<file path="config.mk">
export PLATFORM = sky130hd
export DESIGN_NAME = instr_decode
export DESIGN_NICKNAME = d
export VERILOG_FILES = /design/src/rtl/instr_decode_pkg.sv /design/src/rtl/instr_decode_comb.sv /design/src/rtl/instr_decode.sv
export SDC_FILE = /design/constraint.sdc
export NUM_CORES = 1
export LEC_CHECK = 0
export CAP_MARGIN = 10
export CORE_UTILIZATION = 24
export CTS_CLUSTER_DIAMETER = 120
export DETAILED_ROUTE_END_ITERATION = 8
export DONT_BUFFER_PORTS = 1
export GPL_TIMING_DRIVEN = 0
export HOLD_SLACK_MARGIN = 0.15
export PLACE_DENSITY = 0.45
export SLEW_MARGIN = 20
export SYNTH_ARGS = -nofsm -noshare
export SYNTH_HDL_FRONTEND = slang
export SYNTH_HIERARCHICAL = 1
export SYNTH_SLANG_ARGS = --single-unit
</file>
<file path="constraint.sdc">
create_clock -name clk -period 3.1 [get_ports clk]
set_clock_uncertainty 0.2 [all_clocks]
set_input_delay 0.31 -clock clk [delete_from_list [all_inputs] [get_ports clk]]
set_output_delay 0.31 -clock clk [all_outputs]
set_load 0.01 [all_outputs]
</file>
<file path="src/rtl/instr_decode_pkg.sv">
// instr_decode_pkg: shared opcode/funct7 constants, alu_op layout and stage state type
package instr_decode_pkg;

    localparam logic [6:0] OPC_OP     = 7'b0110011;
    localparam logic [6:0] OPC_OP_IMM = 7'b0010011;

    localparam logic [6:0] F7_BASE    = 7'b0000000;
    localparam logic [6:0] F7_ALT     = 7'b0100000;
    localparam logic [6:0] F7_MULDIV  = 7'b0000001;

    localparam logic [2:0] F3_ADD_SUB = 3'b000;
    localparam logic [2:0] F3_SLL     = 3'b001;
    localparam logic [2:0] F3_SRL_SRA = 3'b101;

    typedef struct packed {
        logic       m_ext;
        logic       alt;
        logic [2:0] funct3;
    } alu_op_t;

    typedef enum logic {
        EMPTY = 1'b0,
        FULL  = 1'b1
    } state_t;

endpackage

</file>
<file path="src/rtl/instr_decode_comb.sv">
// instr_decode_comb: purely combinational field extraction and legality decode
module instr_decode_comb
    import instr_decode_pkg::*;
#(
    parameter int IMM_W = 32
) (
    input  logic [31:0]      instr,
    output logic [4:0]       rs1,
    output logic [4:0]       rs2,
    output logic [4:0]       rd,
    output logic             reg_write,
    output logic [4:0]       alu_op,
    output logic             use_imm,
    output logic [IMM_W-1:0] imm,
    output logic             illegal
);

    logic [6:0] opcode;
    logic [6:0] funct7;
    logic [2:0] funct3;
    logic       is_op;
    logic       is_op_imm;
    logic       op_ok;
    logic       op_imm_ok;
    logic       legal;
    alu_op_t    op;

    assign opcode = instr[6:0];
    assign funct3 = instr[14:12];
    assign funct7 = instr[31:25];
    assign rs1    = instr[19:15];
    assign rs2    = instr[24:20];
    assign rd     = instr[11:7];

    assign is_op     = opcode == OPC_OP;
    assign is_op_imm = opcode == OPC_OP_IMM;

    // The alternate encoding only exists for SUB and SRA.
    assign op_ok = funct7 == F7_BASE || funct7 == F7_MULDIV
                || (funct7 == F7_ALT && (funct3 == F3_ADD_SUB || funct3 == F3_SRL_SRA));

    // Only the shift-immediates constrain the upper bits; elsewhere they are immediate.
    assign op_imm_ok = funct3 == F3_SLL     ? funct7 == F7_BASE
                     : funct3 == F3_SRL_SRA ? (funct7 == F7_BASE || funct7 == F7_ALT)
                     : 1'b1;

    assign legal   = (is_op && op_ok) || (is_op_imm && op_imm_ok);
    assign illegal = !legal;

    assign op.m_ext  = is_op && funct7 == F7_MULDIV;
    assign op.alt    = funct7 == F7_ALT && (is_op || funct3 == F3_SRL_SRA);
    assign op.funct3 = funct3;

    assign alu_op    = legal ? op : '0;
    assign use_imm   = legal && is_op_imm;
    assign imm       = use_imm ? {{(IMM_W-12){instr[31]}}, instr[31:20]} : '0;
    assign reg_write = legal && rd != 5'd0;

endmodule

</file>
<file path="src/rtl/instr_decode.sv">
// instr_decode: registered RV32 I/M decode stage with valid/ready handshake
module instr_decode
    import instr_decode_pkg::*;
#(
    parameter int IMM_W = 32,
    parameter int CNT_W = 8
) (
    input  logic             clk,
    input  logic             reset,
    input  logic             in_valid,
    output logic             in_ready,
    input  logic [31:0]      instr,
    output logic             out_valid,
    input  logic             out_ready,
    output logic [4:0]       rs1,
    output logic [4:0]       rs2,
    output logic [4:0]       rd,
    output logic             reg_write,
    output logic [4:0]       alu_op,
    output logic             use_imm,
    output logic [IMM_W-1:0] imm,
    output logic             illegal,
    output logic [CNT_W-1:0] ill_count
);

    logic [4:0]       d_rs1;
    logic [4:0]       d_rs2;
    logic [4:0]       d_rd;
    logic             d_reg_write;
    logic [4:0]       d_alu_op;
    logic             d_use_imm;
    logic [IMM_W-1:0] d_imm;
    logic             d_illegal;
    logic             accept;
    state_t           state;
    state_t           next_state;

    instr_decode_comb #(.IMM_W(IMM_W)) u_comb (
        .instr     (instr),
        .rs1       (d_rs1),
        .rs2       (d_rs2),
        .rd        (d_rd),
        .reg_write (d_reg_write),
        .alu_op    (d_alu_op),
        .use_imm   (d_use_imm),
        .imm       (d_imm),
        .illegal   (d_illegal)
    );

    assign out_valid = state == FULL;
    assign in_ready  = !out_valid || out_ready;
    assign accept    = in_valid && in_ready;

    // Valid bit: register holds a bundle until downstream takes it.
    always_ff @(posedge clk) begin
        state <= !reset ? EMPTY : next_state;
    end

    // Fill on accept (including accept-while-draining), empty on a drain with nothing new.
    always_comb begin
        next_state = state;
        next_state = accept ? FULL : (out_ready ? EMPTY : state);
    end

    // Pipeline register for the decoded bundle.
    always_ff @(posedge clk) begin
        if (!reset) begin
            rs1       <= '0;
            rs2       <= '0;
            rd        <= '0;
            reg_write <= 1'b0;
            alu_op    <= '0;
            use_imm   <= 1'b0;
            imm       <= '0;
            illegal   <= 1'b0;
        end else if (accept) begin
            rs1       <= d_rs1;
            rs2       <= d_rs2;
            rd        <= d_rd;
            reg_write <= d_reg_write;
            alu_op    <= d_alu_op;
            use_imm   <= d_use_imm;
            imm       <= d_imm;
            illegal   <= d_illegal;
        end
    end

    // Saturating count of illegal instructions taken into the stage.
    always_ff @(posedge clk) begin
        if (!reset)
            ill_count <= '0;
        else if (accept && d_illegal && ill_count != '1)
            ill_count <= ill_count + CNT_W'(1);
    end

endmodule

</file>
Yosys cells after proc, flatten, opt, wreduce, memory -nomap -nowiden
Index checks and enable logic that the tools add are counted.

word-level totals
  register bits = 64
  input port bits = 36
  output and inout port bits = 65
  logic and storage cells = 47

operators by class
  $add $sub $neg = 1
  equality and inequality tests = 7
  multiplexer cells = 6
  reduce and logical (&&, ||, !) cells = 23

operators by type and width
  operator                                                               number
  32-bit 2-to-1 mux                                                      1
  7-bit by 6-bit equality test with 1-bit output, second input constant  2
  1-bit logical AND                                                      10
  8-bit by 1-bit adder with 8-bit output, second input constant          1
  8-bit != test, second input constant                                   1
  7-bit by 1-bit equality test with 1-bit output, second input constant  1
  7-bit by 5-bit equality test with 1-bit output, second input constant  1
  7-bit logical NOT                                                      1
  1-bit logical OR                                                       7
  5-bit 2-to-1 mux                                                       1
  5-bit nonzero test                                                     1
  1-bit 2-to-1 mux                                                       4
  3-bit by 1-bit equality test with 1-bit output, second input constant  1
  3-bit equality test, second input constant                             1
  3-bit logical NOT                                                      1
  1-bit logical NOT                                                      2
  2-bit nonzero test                                                     1

Depth between registers and ports, before layout
Gate-level depths: netlist (run 1).

  word-level depth = 9
  mapped depth = 7
  gate-level depth less buffers = 6

By module
Netlist (run 1), hierarchy kept.

by module, submodules not included
  module             instances  cells an instance  area each (um2)  sequential area each (um2)
  instr_decode       1          289                2479.9           1281.2
  instr_decode_comb  1          79                 569.3            0.0

Worst setup path after synthesis (run 1)
No wires, ideal clock.

  path type = input to register
  start point = input instr[28]
  end point = register imm[12]
  setup time = 76 ps
  arrival = 2010 ps
  required time = 2824 ps
  setup slack = 814 ps
  cell stages on the path = 6
  path buffers = 1
  cell sequence = or4_4 > o41ai_4 > and3_2 > buf_4 > nand2_1 > a21boi_0

on the way
  longest elaborated chain between the ends = 8
  elaborated cells on any way between the ends = 14
  those cells by class = 2 x eq/ne; 3 x mux; 9 x reduce/logical

ends and longest elaborated chain
  item                                                                                 line                     source
  start: declaration                                                                   instr_decode.sv:12       input logic [31:0] instr,
  7-bit by 6-bit equality test with 1-bit output or 7-bit logical NOT (tied branches)  --
  1-bit logical OR                                                                     instr_decode_comb.sv:44  : funct3 == F3_SRL_SRA ? (funct7 == F7_BASE || funct7 == F7_ALT)
  1-bit 2-to-1 mux                                                                     instr_decode_comb.sv:44
  1-bit 2-to-1 mux                                                                     instr_decode_comb.sv:43  assign op_imm_ok = funct3 == F3_SLL ? funct7 == F7_BASE
  1-bit logical AND                                                                    instr_decode_comb.sv:47  assign legal = (is_op && op_ok) || (is_op_imm && op_imm_ok);
  1-bit logical OR (*)                                                                 instr_decode_comb.sv:47
  1-bit logical AND (*)                                                                instr_decode_comb.sv:55  assign use_imm = legal && is_op_imm;
  32-bit 2-to-1 mux (*)                                                                instr_decode_comb.sv:56  assign imm = use_imm ? {{(IMM_W-12){instr[31]}}, instr[31:20]} : '0;
  via d_imm[12]                                                                        instr_decode.sv:32       logic [IMM_W-1:0] d_imm;
  end signal: assignment                                                               instr_decode.sv:83       imm <= d_imm;
  end: declaration                                                                     instr_decode.sv:21       output logic [IMM_W-1:0] imm,

Mark *: on every way through the listed nets, which the timed path passes. The rest lies on a longest branch.
A chain may end at the register's enable or synchronous reset.

Worst setup path in the final report (run 1)
  start point = input instr[28]
  end point = register alu_op[3]

on the way
  longest elaborated chain between the ends = 7
  elaborated cells on any way between the ends = 14
  those cells by class = 2 x eq/ne; 3 x mux; 9 x reduce/logical

ends and longest elaborated chain
  item                                                                                 line                     source
  7-bit by 6-bit equality test with 1-bit output or 7-bit logical NOT (tied branches)  --
  1-bit logical OR                                                                     instr_decode_comb.sv:44
  1-bit 2-to-1 mux                                                                     instr_decode_comb.sv:44
  1-bit 2-to-1 mux                                                                     instr_decode_comb.sv:43
  1-bit logical AND                                                                    instr_decode_comb.sv:47
  1-bit logical OR                                                                     instr_decode_comb.sv:47
  5-bit 2-to-1 mux (*)                                                                 instr_decode_comb.sv:54  assign alu_op = legal ? op : '0;
  via d_alu_op[3]                                                                      instr_decode.sv:30       logic [4:0] d_alu_op;
  end signal: assignment                                                               instr_decode.sv:81       alu_op <= d_alu_op;
  end: declaration                                                                     instr_decode.sv:19       output logic [4:0] alu_op,

Marks and branches as above.

==> results.toml, run 1 <==
[layout]
antenna_diode_instance_count = 0
total_number_of_nets_in_the_final_design = 443
syn2layout_area_growth_pct = 24.7
fin_util_pct = 31.1
fraction_of_layout_cells_with_a_size_suffix_above_1_pct = 18.5

[die]
die_height_microns = 115
core.rowCount = 40
count_of_pins_on_the_block_boundary = 101
floorplan.initialDensity_pct = 25.0
fp.coreArea_sq_mm = 0.0122
die_width_microns = 115
die_area_sq_mm = 0.0132

[logic_synthesis]
synth_top_cell_area_share_pct = 42.0
mappedNetlistNets = 405
synthTopCellsByArea = "dfxtp_1 (42%), a21boi_0 (15%), nand2_1 (14%)"
synth-seq-cells = 64
synth_edf_count = 0
yosys.area.top_type = "dfxtp_1"
synth_area_sq_mm = 0.00305
yosys-top-cells-count = "nand2_1 (111), dfxtp_1 (64), a21boi_0 (59), buf_4 (36)"
synth.distinct_cells = 42
synth.most_common_cell = "nand2_1"
synth-seq-area-share_pct = 42.0
synth_area_per_cell_sq_um = 8.29
async_reset_ff_share_pct = 0
post_synthesis_instance_total = 368
synthesis.yosys.warnings = 6
ys_dominant_reg_cell = "dfxtp_1"

[global_routing]
via_count_of_the_first_global_routing_pass = 2310
grt_max_degree = 22
initial_antenna_violation_count = 1
grt_overflow = 0
grt_use_total_pct = 13.3
global_route_wire_length_before_repair_microns = 12800

[placement]
port_buffers = 0
place.detailed.hpwl_microns = 5760
gp_congestion = 0.711

[timing]
maxClockFrequency_mhz = 409
layout_worst_path_cycle_share_pct = 78.9
fin_crit_ns = 2.45
setup_tns_ns = 0
worst_pin_slew_ns = 1.04
report.final.setup_viol = 0
maxSlewHeadroom_pct = 30.1
finalHoldViolations = 0
worst_hold_slack_ns = 0.157
finalMaxSlewViolations = 0
grt_setup_unrepaired = "false"

[clocking]
source_to_sink_clock_delay_at_the_later_pin_of_the_worst_skew_pair_ns = 0.34
numCtsBuffers = 9
htreeDepth = 3
clock_tree.buffer_depth = 2
clock_tree_from_tritoncts = "done"
cts-root-buf = "clkbuf_16"
clock-sinks = 64
path_clk_slew_ns = 0.06
postCtsResizedCells = 0

[setup_path]
worst-setup-path-type = "in -> reg"
crit_path_start_kind = "input port"
critical_path.endpoint_type = "flip-flop"
worstPathRequired_ns = 3.16
crit_arrival_ns = 2.51
largest_fanout_of_any_net_on_the_critical_path = 6
rr_worst_depth = 5

[drt]
wl_per_cell_microns = 14.4
drt-pass1-iter-count = 4
viasPerCell = 4.28
ant_nets = 0
detailroute.via_count = 2480
post_route_wl_microns = 8310
initialDrtViolationCount = 92
post-route-drc-count = 0

[min_path]
whs_path_depth = 4
min-delay-path-class = "in -> reg"

[power_and_ir_drop]
power_density_mw_per_mm2 = 513
peakVddDrop_mv = 0.212
leakagePower_uw = 0.00143

[run_status]
outcome = "finished clean"

[flow_run]
max_cap_violations = 0
==> what timing repair did <==
item,in CTS,in global routing
setup buffers,0,0
hold buffers,27,0
hold endpoints to repair,41,0
==> routing by layer <==
layer  GRT usage [%]  up-vias  share of wire [%]
li1                -     1266                  -
met1            15.6     1133                 44
met2            20.0       71                 45
met3            7.36        8                9.6
met4            5.45        2                1.2
met5               0        -               0.16
==> registers in the layout, indices dropped and copies added, names as in the netlist <==
register / cells
rd: 5
rs1: 5
out_valid: 1
illegal: 1
use_imm: 1
reg_write: 1
ill_count: 8
alu_op: 5
imm: 32
rs2: 5
==> layout make-up <==
cell class                 instances  area, sq um
tap                              168          210
fill                            1349         8410
inverter                           7         26.3
buffer                            56          367
timing repair buffer              27          270
sequential                        64         1280
clock inverter                     6         35.0
multi-input combinational        241         1380
clock buffer                      10          239
==> report_power, final <==
group / leakage (uW) / switching [uW] / internal (uW)
Combinational: 0.000776 / 80.6 / 74.6
Sequential: 0.000519 / 22.1 / 840
Clock: 0.000134 / 378 / 556
Total: 0.00143 / 481 / 1470
==> cell families (layout without fill, tap and decap cells) <==
family | Yosys count | after routing | synth area share, %
AOI/OAI and AO/OA | 73 | 73 | 19.0
xor gates and xnor gates | 2 | 2 | 0.575
adders and majority gates | 1 | 1 | 0.410
buffers and inverters | 63 | 106 | 12.9
DFF | 64 | 64 | 42.0
muxes | 1 | 1 | 0.328
and+or+nand+nor | 164 | 164 | 24.8
==> critical path: stages <==
cell and delay, ns:
or4_4 0.57, o41ai_4 0.54, nand2b_1 0.10, a21oi_1 0.19, dlygate4sd3_1 0.59, nand2_1 0.05, a21boi_0 0.16
==> cells in the final DEF (no fill, tap or decap), drive strengths merged <==
| master | Yosys | final |
|---|---|---|
| nand2 | 111 | 111 |
| dfxtp | 64 | 64 |
| a21boi | 60 | 60 |
| buf | 48 | 48 |
| dlygate4sd3 | 0 | 27 |
| clkbuf | 8 | 18 |
| and3 | 14 | 14 |
| inv | 7 | 7 |
| nand3 | 6 | 6 |
| nor2 | 5 | 5 |
| o21ai | 4 | 4 |
| clkinv | 0 | 4 |
| nor2b | 3 | 3 |
| nor4 | 3 | 3 |
| nor3 | 3 | 3 |
| and2 | 3 | 3 |
| or4 | 3 | 3 |
| or3 | 3 | 3 |
| a21oi | 3 | 3 |
| nand2b | 2 | 2 |
| o31ai | 2 | 2 |
| and3b | 2 | 2 |
| clkinvlp | 0 | 2 |
| nand4 | 2 | 2 |
| or2 | 1 | 1 |
| o2111ai | 1 | 1 |
| mux2i | 1 | 1 |
| xnor2 | 1 | 1 |
| ha | 1 | 1 |
| xor2 | 1 | 1 |
| nand4b | 1 | 1 |
| or3b | 1 | 1 |
| o41ai | 1 | 1 |
| a22oi | 1 | 1 |
| nor4b | 1 | 1 |
| o211ai | 1 | 1 |
==> per-stage QoR <==
stage / cell area (sq um) / total power, uW / std cells / worst slack (ns)
after floorplan: 3050 / 972 / 368 / 0.814
after global placement: 3260 / 1010 / 536 / 0.480
after detailed placement: 3260 / 1010 / 536 / 0.438
after CTS: 3800 / 1990 / 579 / 0.630
after global routing: 3800 / 2040 / 579 / 0.537
final: 3800 / 1950 / 579 / 0.653
==> final timing paths <==
check	slack (ns)	endpoint	start
hold / removal	0.16	reg_write$_SDFFE_PN0P_	instr[10]
hold reg to reg	0.31	imm[29]$_SDFFE_PN0P_	imm[29]$_SDFFE_PN0P_
setup reg to reg	1.08	ill_count[6]$_SDFFE_PN0P_	ill_count[0]$_SDFFE_PN0P_
setup / recovery	0.65	alu_op[3]$_SDFFE_PN0P_	instr[28]
Power figures use the tool's default switching activity.
==> run 2: changes to the inputs <==
Clock period 3.1 ns to 2.33 ns, I/O delays scaled along.
==> results.toml, run 2 (synthesis results as in run 1) <==
[setup_path]
regToRegStartpoint = "ill_count[0]$_SDFFE_PN0P_"
timing.reg2reg.setup_slack_ns = 0.32
critical_path.endpoint_type = "flip-flop"
crit_arrival_ns = 2.22
worst-setup-path-type = "in -> reg"
terminus_of_the_critical_flop_to_flop_path = "ill_count[6]$_SDFFE_PN0P_"
rr_worst_depth = 5
critical_path.endpoint = "alu_op[4]$_SDFFE_PN0P_"
crit_path_start_kind = "input port"
largest_fanout_of_any_net_on_the_critical_path = 4
worstPathRequired_ns = 2.40
timing.critical_path.from = "instr[28]"

[drt]
initialDrtViolationCount = 114
post_route_wl_microns = 8390
post-route-drc-count = 0
detailroute.via_count = 2509
ant_nets = 0
viasPerCell = 4.28
drt-pass1-iter-count = 4
wl_per_cell_microns = 14.3

[clocking]
clock-sinks = 64
path_clk_slew_ns = 0.06
postCtsSetupBuffers = 0
clock_tree.buffer_depth = 2
numCtsBuffers = 9
clock_tree_from_tritoncts = "done"
cts-root-buf = "clkbuf_16"
htreeDepth = 3
source_to_sink_clock_delay_at_the_later_pin_of_the_worst_skew_pair_ns = 0.34

[timing]
maxClockFrequency_mhz = 465
grt_setup_unrepaired = "false"
layout_worst_path_cycle_share_pct = 92.3
worst_pin_slew_ns = 0.572
finalHoldViolations = 0
finalMaxSlewViolations = 0
report.final.setup_viol = 0
maxSlewHeadroom_pct = 61.9
setup_ws_ns = 0.179
worst_hold_slack_ns = 0.171
fin_crit_ns = 2.15

[run_status]
outcome = "finished clean"

[global_routing]
grt_max_degree = 22
grt_use_total_pct = 13.4
via_count_of_the_first_global_routing_pass = 2321
initial_antenna_violation_count = 1
global_route_wire_length_before_repair_microns = 12900
grt_overflow = 0

[placement]
port_buffers = 0
place.detailed.hpwl_microns = 5760
gp_congestion = 0.711
detailedPlace.worstSlack_ns = -0.255

[die]
fp.coreArea_sq_mm = 0.0122
count_of_pins_on_the_block_boundary = 101
die_area_sq_mm = 0.0132
core.rowCount = 40
die_height_microns = 115
floorplan.initialDensity_pct = 25.0
die_width_microns = 115

[power_and_ir_drop]
leakagePower_uw = 0.00146
power_density_mw_per_mm2 = 670
peakVddDrop_mv = 0.282

[layout]
largest_register_ff_count = 32
most_common_cell_after_layout_fill_and_taps_aside = "nand2_1"
fraction_of_layout_cells_with_a_size_suffix_above_1_pct = 18.4
fillers = 1338
biggestRegsByFlops = "imm: 32 flops, ill_count: 8 flops"
syn2layout_area_growth_pct = 27.4
antenna_diode_instance_count = 0
final_cell_mix = "nand2_1 (111), dfxtp_1 (64), a21boi_0 (59)"
total_number_of_nets_in_the_final_design = 450
reg_with_most_ffs = "imm"

[min_path]
min-delay-path-class = "in -> reg"
worst_hold_startpoint = "in_valid"

[flow_run]
max_cap_violations = 0
## run 2: power by group
group	internal [uW]	total (uW)	leakage, uW	switching (uW)
sequential	1120	1150	0.000519	29.3
combinational	105	213	0.000808	109
clock	740	1240	0.000134	503
## run 2: critical path, stage by stage
cell	delay, ns
or4_4	0.57
nor4_1	0.45
and3b_1	0.23
dlygate4sd3_1	0.55
nand2_1	0.05
a21boi_0	0.13
## run 2: how the worst min path moves through the flow
stage                                         to  cells after the start
after CTS                 alu_op[3]$_SDFFE_PN0P_                      5
after floorplan           out_valid$_SDFFE_PN0P_                      2
after detailed placement  out_valid$_SDFFE_PN0P_                      2
final                       use_imm$_SDFFE_PN0P_                      4
after global placement    out_valid$_SDFFE_PN0P_                      2
after global routing         imm[1]$_SDFFE_PN0P_                      4
## run 2: layout make-up
| cell class | count | area, sq um | area share [%] |
|---|---|---|---|
| clock inverters | 6 | 35.0 | 0.902 |
| clock buffers | 10 | 239 | 6.15 |
| plain buffers | 56 | 367 | 9.44 |
| repair buffers | 34 | 340 | 8.76 |
| well taps | 168 | 210 | 5.41 |
| flip-flops and latches | 64 | 1280 | 33.0 |
| inverters | 7 | 26.3 | 0.677 |
| multi-input cells | 241 | 1390 | 35.7 |
## run 2: stage by stage
| stage | power, uW | instances | area (sq um) | setup TNS (ns) | util, % |
|---|---|---|---|---|---|
| 2_1_floorplan | 1290 | 368 | 3050 | 0 | - |
| 3_3_place_gp | 1340 | 536 | 3260 | -5.38 | 26.7 |
| 3_5_place_dp | 1340 | 536 | 3260 | -6.61 | 26.7 |
| 4_1_cts | 2650 | 584 | 3850 | 0 | 31.6 |
| 5_1_grt | 2730 | 586 | 3880 | 0 | 31.8 |
| 6_report | 2600 | 586 | 3880 | 0 | 31.8 |
## run 2: repair_timing
action                                  in CTS  in global routing
resized for setup                            0                  2
endpoints found under the setup margin       0                  3
hold buffers                                32                  2
hold endpoints to repair                    42                  3
## run 2: routing by layer
layer,GRT usage [%],wire length [microns],vias up
met5,0,13,-
met4,5.45,134,2
met3,7.31,810,12
met2,20.2,3790,71
met1,15.7,3640,1143
li1,-,-,1281
==> run 3: changes to the inputs <==
Settings changed: CAP_MARGIN 10 to 20, CORE_UTILIZATION 24 to 50, PLACE_DENSITY 0.45 to 0.73.
==> results.toml, run 3 (synthesis results as in run 1) <==
[flow_run]
max_cap_violations = 0

[die]
floorplan.initialDensity_pct = 51.8
count_of_pins_on_the_block_boundary = 101
die_height_microns = 80.1
die_width_microns = 80.1
core.rowCount = 28
die_area_sq_mm = 0.00641
fp.coreArea_sq_mm = 0.00589

[power_and_ir_drop]
power_frac_clock_pct = 37.7
peakVddDrop_mv = 0.421
leakagePower_uw = 0.00141
power_density_mw_per_mm2 = 595
power_switching_share_pct = 25.1
seq_power_share_pct = 52.5
cellInternalPower_uw = 1640
p_comb_share_pct = 9.8
net_switching_uw = 548

[clocking]
path_clk_slew_ns = 0.07
source_to_sink_clock_delay_at_the_later_pin_of_the_worst_skew_pair_ns = 0.34
cts-root-buf = "clkbuf_8"
htreeDepth = 3
numCtsBuffers = 9
clock_tree_from_tritoncts = "done"
clock_tree.buffer_depth = 2
clock-sinks = 64

[setup_path]
critical_path.endpoint_type = "flip-flop"
largest_fanout_of_any_net_on_the_critical_path = 10
crit_path_start_kind = "input port"
crit_arrival_ns = 2.28
worst-setup-path-type = "in -> reg"
worstPathRequired_ns = 2.36

[layout]
layout.cells.non_filler = 495
total_number_of_nets_in_the_final_design = 452
antenna_diode_instance_count = 0
final_cell_mix = "nand2_1 (111), dfxtp_1 (64), a21boi_0 (59)"
biggestRegsByFlops = "imm: 32 flops, ill_count: 8 flops"
reg_with_most_ffs = "imm"
most_common_cell_after_layout_fill_and_taps_aside = "nand2_1"
post_route_cell_area_sq_mm = 0.00367
fraction_of_layout_cells_with_a_size_suffix_above_1_pct = 18.3
syn2layout_area_growth_pct = 20.3
fillers = 542
largest_register_ff_count = 32
fin_util_pct = 62.3

[drt]
ant_nets = 0
detailroute.via_count = 2537
drt-pass1-iter-count = 4
viasPerCell = 5.13
post_route_wl_microns = 7230
initialDrtViolationCount = 135
wl_per_cell_microns = 14.6
post-route-drc-count = 0

[placement]
gp_congestion = 0.732
port_buffers = 0
place_area_sq_mm = 0.00314
place.detailed.hpwl_microns = 4650
placed_cells = 443

[timing]
finalHoldViolations = 0
worst_pin_slew_ns = 0.725
layout_worst_path_cycle_share_pct = 96.4
maxClockFrequency_mhz = 445
grt_setup_unrepaired = "false"
maxSlewHeadroom_pct = 51.2
worst_hold_slack_ns = 0.164
finalMaxSlewViolations = 0
fin_crit_ns = 2.25
report.final.setup_viol = 0

[global_routing]
met2_usage_pct = 38.3
initial_antenna_violation_count = 0
gr-max-usage-layer = "met2"
global_route_wire_length_before_repair_microns = 11400
grtUsageMet3_pct = 7.61
grt_util_met1_pct = 27.6
via_count_of_the_first_global_routing_pass = 2374
grt_overflow = 0
grt_max_degree = 22
grt_use_total_pct = 23.5

[run_status]
outcome = "finished clean"

[min_path]
min-delay-path-class = "in -> reg"
## run 3: cell types whose count changed in the layout (fill, tap and decap cells not counted), sizes merged
cell	before	now
clkinv	4	2
dlygate4sd3	34	33
clkinvlp	2	1
buf	48	51
clkbuf	18	21
## run 3: final timing paths
check,cells past startpoint,slack (ns),from,endpoint
setup reg to reg,5,0.30,ill_count[0]$_SDFFE_PN0P_,ill_count[6]$_SDFFE_PN0P_
setup / recovery,7,0.08,instr[3],ill_count[1]$_SDFFE_PN0P_
hold reg to reg,2,0.31,imm[15]$_SDFFE_PN0P_,imm[15]$_SDFFE_PN0P_
hold / removal,4,0.16,in_valid,use_imm$_SDFFE_PN0P_
## run 3: area by class of cell
type | instances | area, sq um | area share [%]
Multi-Input combinational cell | 241 | 1380 | 37.7
Sequential cell | 64 | 1280 | 34.9
Buffer | 56 | 367 | 9.99
Timing Repair Buffer | 36 | 353 | 9.62
Clock buffer | 13 | 149 | 4.06
Tap cell | 75 | 93.8 | 2.56
Inverter | 7 | 26.3 | 0.716
Clock inverter | 3 | 17.5 | 0.477
## run 3: critical path, stage by stage
cell and delay (ns):
dlygate4sd3_1 0.57, or3b_2 0.48, nor4_2 0.23, a22oi_2 0.22, o2111ai_4 0.26, mux2i_1 0.23
nor2b_1 0.06
## run 3: timing repair
item | 4_1_cts | 5_1_grt
setup endpoints to repair | 0 | 11
setup buffers | 0 | 3
hold buffers | 33 | 0
endpoints found under the hold margin | 42 | 0
gates resized for setup | 0 | 1
## run 3: metal layers
layer | share of wire (%) | up-vias
met5 | 0 | -
met4 | 1.7 | 0
met3 | 6.5 | 14
met2 | 48 | 79
met1 | 44 | 1166
li1 | - | 1278
## run 3: power groups by stage
stage | combinational (uW) | clock [uW] | sequential (uW)
detailed placement | 163 | 0 | 1170
CTS | 212 | 851 | 1150
floorplan | 129 | 0 | 1160
global route | 237 | 903 | 1150
finish | 215 | 823 | 1150
global placement | 159 | 0 | 1170
## run 3: metrics by stage
stage	TNS, ns	total power (uW)	setup WS, ns
floorplan	0	1290	0.121
global placement	-2.84	1330	-0.133
detailed placement	-4.35	1330	-0.220
CTS	0	2210	0.0104
global route	0	2290	0.00559
finish	0	2180	0.0845
